===== src/rtl/cpu_pkg.sv =====
// Constants shared by the control unit and the instruction fetch unit:
// bus widths, opcodes, datapath path types and command-word field positions.
package cpu_pkg;

  localparam int unsigned ADDR_W  = 8;
  localparam int unsigned INSTR_W = 24;
  localparam int unsigned FIELD_W = 8;

  localparam int unsigned OPC_LSB = 16;
  localparam int unsigned OP1_LSB = 8;
  localparam int unsigned OP2_LSB = 0;

  localparam logic [FIELD_W-1:0] STR_IMM = 8'h01;
  localparam logic [FIELD_W-1:0] STR_REG = 8'h02;
  localparam logic [FIELD_W-1:0] LOAD    = 8'h03;
  localparam logic [FIELD_W-1:0] ADD_REG = 8'h04;
  localparam logic [FIELD_W-1:0] SUB_REG = 8'h05;
  localparam logic [FIELD_W-1:0] JMP     = 8'h06;
  localparam logic [FIELD_W-1:0] JZ      = 8'h07;
  localparam logic [FIELD_W-1:0] CALL    = 8'h08;
  localparam logic [FIELD_W-1:0] RET     = 8'h09;

  localparam logic [1:0] PATH_NONE   = 2'd0;
  localparam logic [1:0] PATH_ALU    = 2'd1;
  localparam logic [1:0] PATH_MEM    = 2'd2;
  localparam logic [1:0] PATH_BRANCH = 2'd3;

  typedef struct packed {
    logic [FIELD_W-1:0] opcode;
    logic [FIELD_W-1:0] op1;
    logic [FIELD_W-1:0] op2;
  } cmd_t;

  function automatic logic [FIELD_W-1:0] opcode_of(input logic [INSTR_W-1:0] word);
    return word[OPC_LSB +: FIELD_W];
  endfunction

endpackage


===== src/rtl/pc_return_stack.sv =====
// Hardware return-address LIFO with sticky overflow/underflow flags.
// A simultaneous push and pop on a non-empty stack swaps the top entry in place.
module pc_return_stack #(
  parameter int unsigned DEPTH = 16,
  parameter int unsigned W     = 8
) (
  input  logic         clk,
  input  logic         rst,
  input  logic         push,
  input  logic         pop,
  input  logic [W-1:0] push_val,
  output logic [W-1:0] top_c,
  output logic         empty_c,
  output logic         overflow,
  output logic         underflow
);

  localparam int unsigned SP_W  = $clog2(DEPTH) + 1;
  localparam int unsigned IDX_W = $clog2(DEPTH);

  logic [W-1:0]     mem_q [DEPTH];
  logic [SP_W-1:0]  sp_q, sp_d;
  logic             ovf_q, ovf_d;
  logic             unf_q, unf_d;
  logic             wr_en;
  logic [IDX_W-1:0] wr_idx;
  logic [IDX_W-1:0] top_idx;
  logic             full;

  assign empty_c   = (sp_q == '0);
  assign full      = (sp_q == SP_W'(DEPTH));
  assign top_idx   = IDX_W'(sp_q - SP_W'(1));
  assign top_c     = mem_q[top_idx];
  assign overflow  = ovf_q;
  assign underflow = unf_q;

  always_comb begin
    sp_d   = sp_q;
    ovf_d  = ovf_q;
    unf_d  = unf_q;
    wr_en  = 1'b0;
    wr_idx = IDX_W'(sp_q);
    if (push && pop && !empty_c) begin
      wr_en  = 1'b1;
      wr_idx = top_idx;
    end else if (push) begin
      // pop reaching here means the stack was empty
      if (pop) unf_d = 1'b1;
      if (full) begin
        ovf_d = 1'b1;
      end else begin
        wr_en = 1'b1;
        sp_d  = sp_q + SP_W'(1);
      end
    end else if (pop) begin
      if (empty_c) unf_d = 1'b1;
      else         sp_d  = sp_q - SP_W'(1);
    end
  end

  always_ff @(posedge clk) begin
    if (rst) begin
      sp_q  <= '0;
      ovf_q <= 1'b0;
      unf_q <= 1'b0;
    end else begin
      sp_q  <= sp_d;
      ovf_q <= ovf_d;
      unf_q <= unf_d;
    end
  end

  always_ff @(posedge clk) begin
    if (wr_en) mem_q[wr_idx] <= push_val;
  end

endmodule


===== src/rtl/instr_fetch_unit.sv =====
// Fetch responder for the control unit: owns PC, MAR, IR, the return stack
// and the single-outstanding instruction-memory read handshake.
module instr_fetch_unit
  import cpu_pkg::*;
#(
  parameter int unsigned STACK_DEPTH = 16
) (
  input  logic               clk,
  input  logic               rst,
  input  logic               pc_en,
  input  logic [ADDR_W-1:0]  pc_load_val,
  input  logic               pc_inc,
  input  logic               mar_load,
  input  logic               ir_load,
  input  logic               call_push,
  input  logic               ret_pop,
  output logic               mem_req,
  output logic [ADDR_W-1:0]  mem_addr,
  input  logic [INSTR_W-1:0] mem_rdata,
  input  logic               mem_rvalid,
  output logic [INSTR_W-1:0] command_word,
  output logic               ready_reg_flag,
  output logic [ADDR_W-1:0]  pc_current_value,
  output logic               stack_overflow,
  output logic               stack_underflow,
  output logic               busy
);

  localparam logic [1:0] S_IDLE = 2'd0;
  localparam logic [1:0] S_REQ  = 2'd1;
  localparam logic [1:0] S_WAIT = 2'd2;
  localparam logic [1:0] S_HOLD = 2'd3;

  logic [1:0]        state_q, state_d;
  logic [ADDR_W-1:0] pc_q, pc_d;
  logic [ADDR_W-1:0] mar_q, mar_d;
  cmd_t              ir_q, ir_d;
  cmd_t              buf_q, buf_d;
  logic              ready_q, ready_d;
  logic              mem_req_q, mem_req_d;
  logic              busy_q, busy_d;

  logic [ADDR_W-1:0] stk_top_c;
  logic              stk_empty_c;
  logic              pop_take;

  pc_return_stack #(
    .DEPTH (STACK_DEPTH),
    .W     (ADDR_W)
  ) u_stack (
    .clk       (clk),
    .rst       (rst),
    .push      (call_push),
    .pop       (ret_pop),
    .push_val  (pc_q),
    .top_c     (stk_top_c),
    .empty_c   (stk_empty_c),
    .overflow  (stack_overflow),
    .underflow (stack_underflow)
  );

  assign pop_take = ret_pop && !stk_empty_c;

  // PC priority: explicit load, then return address, then increment
  always_comb begin
    pc_d = pc_q;
    if (pc_en)         pc_d = pc_load_val;
    else if (pop_take) pc_d = stk_top_c;
    else if (pc_inc)   pc_d = pc_q + ADDR_W'(1);
  end

  always_comb begin
    state_d = state_q;
    mar_d   = mar_q;
    ir_d    = ir_q;
    buf_d   = buf_q;
    ready_d = ready_q;
    case (state_q)
      S_IDLE: begin
        if (mar_load) begin
          mar_d   = pc_q;
          ready_d = 1'b0;
          state_d = S_REQ;
        end
      end
      S_REQ: state_d = S_WAIT;
      S_WAIT: begin
        if (mem_rvalid) begin
          buf_d   = cmd_t'(mem_rdata);
          state_d = S_HOLD;
        end
      end
      S_HOLD: begin
        if (ir_load) begin
          ir_d    = buf_q;
          ready_d = 1'b1;
          state_d = S_IDLE;
        end
      end
      default: state_d = S_IDLE;
    endcase
    mem_req_d = (state_d == S_REQ);
    busy_d    = (state_d != S_IDLE);
  end

  always_ff @(posedge clk) begin
    if (rst) begin
      state_q   <= S_IDLE;
      pc_q      <= '0;
      mar_q     <= '0;
      ir_q      <= '0;
      buf_q     <= '0;
      ready_q   <= 1'b0;
      mem_req_q <= 1'b0;
      busy_q    <= 1'b0;
    end else begin
      state_q   <= state_d;
      pc_q      <= pc_d;
      mar_q     <= mar_d;
      ir_q      <= ir_d;
      buf_q     <= buf_d;
      ready_q   <= ready_d;
      mem_req_q <= mem_req_d;
      busy_q    <= busy_d;
    end
  end

  assign mem_req          = mem_req_q;
  assign mem_addr         = mar_q;
  assign command_word     = ir_q;
  assign ready_reg_flag   = ready_q;
  assign pc_current_value = pc_q;
  assign busy             = busy_q;

endmodule


===== config.mk =====
export PLATFORM = sky130hd
export DESIGN_NAME = instr_fetch_unit
export DESIGN_NICKNAME = d
export VERILOG_FILES = /design/src/rtl/cpu_pkg.sv /design/src/rtl/pc_return_stack.sv /design/src/rtl/instr_fetch_unit.sv
export SDC_FILE = /design/constraint.sdc
export NUM_CORES = 1
export LEC_CHECK = 0
export CAP_MARGIN = 20
export CORE_AREA = 2 2 146 148
export CTS_BUF_LIST = sky130_fd_sc_hd__clkbuf_8
export DETAILED_ROUTE_END_ITERATION = 16
export DIE_AREA = 0 0 148 150
export GPL_TIMING_DRIVEN = 1
export PLACE_DENSITY_LB_ADDON = 0.15
export SYNTH_ARGS = -nofsm -noshare
export SYNTH_HDL_FRONTEND = slang
export SYNTH_SLANG_ARGS = --single-unit

===== constraint.sdc =====
create_clock -name clk -period 3.11 [get_ports clk]
set_input_delay 0.4665 -clock clk [delete_from_list [all_inputs] [get_ports clk]]
set_output_delay 0.4665 -clock clk [all_outputs]
set_load 0.02 [all_outputs]

==> summary.md <==
| Metric | Value |
|---|---|
| Status | `complete, no violations` |
| I/O Buffers | `85` |
| Total of max-cap violations | `0` |
| Ys async rst share | `0%` |
| FMAX | `348 MHz` |
| Final HPWL DP | `13500 um` |
| Initial antenna violation count | `0` |
| Vias | `5367` |
| Io pins | `86` |
| Worst EP required | `3.25 ns` |
| Most common cell after layout, fill and taps aside | `nand2_1` |
| Post-CTS setup buffers | `0` |
| Reg2reg path depth | `7` |
| Max Slew Vio Count | `0` |
| CTS sink cnt | `204` |
| CP Launch Type | `flop` |
| Post_cts resized | `0` |
| Grt ovf | `0` |
| Vias in the first global route | `roughly 5400` |
| Die Wd | `148 um` |
| Fin crit share | `92.5%` |
| Crit path launch | `u_stack.sp_q[1]` |
| Starting Density | `39.4%` |
| Row count | `53` |
| Total track usage | `18.3%` |
| Hold buffers post-CTS | `0` |
| Cell taking the most area after synthesis | `edfxtp_1` |
| Maximum vdd drop | `0.479 mV` |
| Share of post-route cells with drive strength above 1 | `roughly 16%` |
| Cells after Synth | `627` |
| Top FF cell, synth | `edfxtp_1` |
| Leakage | `3.42 nW` |
| Vias per inst | `between 5 and 6` |
| CTS Buf Count | `37` |
| First-pass GRT wire length | `31000 um` |
| Clk_lat worst skew | `0.52 ns` |
| Design Area, Final | `10100 um2` |
| Synth Register Bits | `204` |
| Worst reg2reg path endpoint | `u_stack.mem_q[3][2]` |
| DRT iter0 DRCs | `about 380` |
| Post-synthesis cell area | `8160 um2` |
| Post-route minimum period | `2.88 ns` |
| Average size of a mapped cell | `13.0 um2` |
| Area contributors post-synth | `edfxtp_1, dfxtp_1, mux4_2` |
| Drt wl/cell | `19.2 um` |
| Largest net degree at the start of global routing | `63` |
| Filler Cell Count | `1867` |
| Register area share after synthesis | `65.8%` |
| DRC errors left | `0` |
| Slew @ Worst Pin | `0.902 ns` |
| Final std cells w/o fill | `1045` |
| Slew margin rel. | `39.7%` |
| Fin Clk Skew | `~0.034 ns` |
| Final setup viols | `0` |
| Critical path class | `reg -> reg` |
| Most frequent cells in the layout | `nand2_1, edfxtp_1, clkdlybuf4s50_1` |
| ANT nets after route | `0` |
| H-tree depth | `2` |
| Worst R2R Setup Slack | `0.23 ns` |
| Worst-path clk slew | `0.06 ns` |
| Synth warn | `0` |
| Unrepaired setup endpoints after global routing | `false` |
| Core Region | `20700 um2` |
| Top cell type's share of synthesized area | `47.1%` |
| Die Ht | `~150 um` |
| Total iterations of the first detailed-routing run | `5` |
| Power per Cell Area | `867 nW/um2` |
| Total Die Area | `22200 um2` |
| Crit Path Max Fanout | `10` |
| Post-synthesis net count | `672` |
| TNS Setup | `0 ns` |
| Origin of the critical flop-to-flop path | `u_stack.sp_q[1]` |
| Yosys cell types | `61` |
| Final hold vios | `0` |
| # diodes | `0` |
| Clock root buffer | `clkbuf_8` |
| Layout overhead on the synthesized area | `23.8%` |
| CTS Buffer Depth | `3` |
| DRT Wirelength | `20100 um` |
| Worst Setup EP | `u_stack.mem_q[3][2]` |
| Nets | `787` |
| Post-synth EDFFs | `128` |
| Critical Path End Type | `flop` |
| Final Util | `48.8%` |
| Hold crit path type | `in -> reg` |
| DP Cell Count | `978` |
| GP Congestion | `about 0.83` |
| Worst path arrival time | `3.02 ns` |
| Placed instance area | `around 9400 um2` |
| CTS tree | `done` |
[power by group]
group	switching (mW)	total [mW]	leakage, nW	internal [mW]
Combinational	1.68	2.89	1.20	1.22
Clock	1.07	2.40	0.427	1.34
Sequential	0.153	3.47	1.79	3.32
[synthesized netlist by cell type (2+ instances only)]
library cell,count
a21oi_1,67
a31o_1,3
a31oi_1,6
a41oi_1,2
and2_1,2
and3_1,6
and4_1,2
buf_1,3
buf_2,5
buf_4,4
buf_6,2
clkbuf_1,22
dfxtp_1,76
edfxtp_1,128
ha_1,4
inv_1,6
mux2_2,2
mux2i_1,4
mux4_1,2
mux4_2,30
nand2_1,147
nand3_1,8
nor2_1,24
nor2b_1,7
nor3_1,6
o21ai_0,6
o22ai_1,3
o32a_1,4
o32ai_1,2
or3_1,2
xnor2_1,11
xor2_1,2
[worst max-delay path, stage by stage, from the launching register on]
cell and delay (ns):
dfxtp_1 0.31, inv_1 0.11, ha_1 0.23, or4b_4 0.51, nand3_1 0.16, buf_4 0.19, a31oi_1 0.24, nor2b_1 0.74
[cell type report]
cell class | count | area, um2 | share of cell area (%)
well taps | 275 | 344 | 3.41
flip-flops and latches | 204 | 5370 | 53.1
inverters | 8 | 32.5 | 0.322
clock buffers | 46 | 633 | 6.27
repair buffers | 113 | 1060 | 10.5
multi-input cells | 378 | 2580 | 25.6
clock inverters | 21 | 90.1 | 0.892
[sequential cells by signal, summed over array words and instances (netlist names), 2 cells and up]
signal,cells
state_q,2
pc_current_value,8
buf_q,24
mem_addr,8
command_word,24
u_stack.sp_q,5
u_stack.mem_q,128
[how the worst min path moves through the flow]
stage          startpoint  cells past startpoint               end  slack (ns)
2_1_floorplan    buf_q[0]                      2   command_word[0]        0.43
3_3_place_gp    buf_q[12]                      2  command_word[12]        0.43
3_5_place_dp     buf_q[9]                      2   command_word[9]        0.44
4_1_cts               rst                      2   u_stack.sp_q[3]        0.31
5_1_grt               rst                      2   u_stack.sp_q[3]        0.37
6_report              rst                      2   u_stack.sp_q[3]        0.34
[layer usage]
layer  vias to the layer above  share of wire, %  GRT usage, %
li1                       2527                 -             -
met5                         -                 0             0
met2                       169                45          28.0
met3                        34               6.0          4.12
met4                         0               1.7          4.95
met1                      2637                47          26.6
[stage by stage]
step	setup slack (ns)	power (mW)	hold slack (ns)
global route	0.0449	9.22	0.369
floorplan	0.306	5.41	0.432
detailed placement	0.0145	6.44	0.444
finish	0.233	8.76	0.340
CTS	0.203	8.85	0.313
global placement	0.0751	6.39	0.435
[logic make-up (layout without fill, tap and decap cells)]
logic type | count (synthesis) | after routing | share of synthesized area [%]
compound gates | 106 | 106 | 7.88
xor+xnor | 14 | 14 | 1.73
fa+ha+maj | 4 | 4 | 0.613
buf+inv | 45 | 188 | 2.59
flops | 204 | 204 | 65.8
mux | 38 | 38 | 9.69
simple gates | 216 | 216 | 11.7
Power figures use the tool's default switching activity.
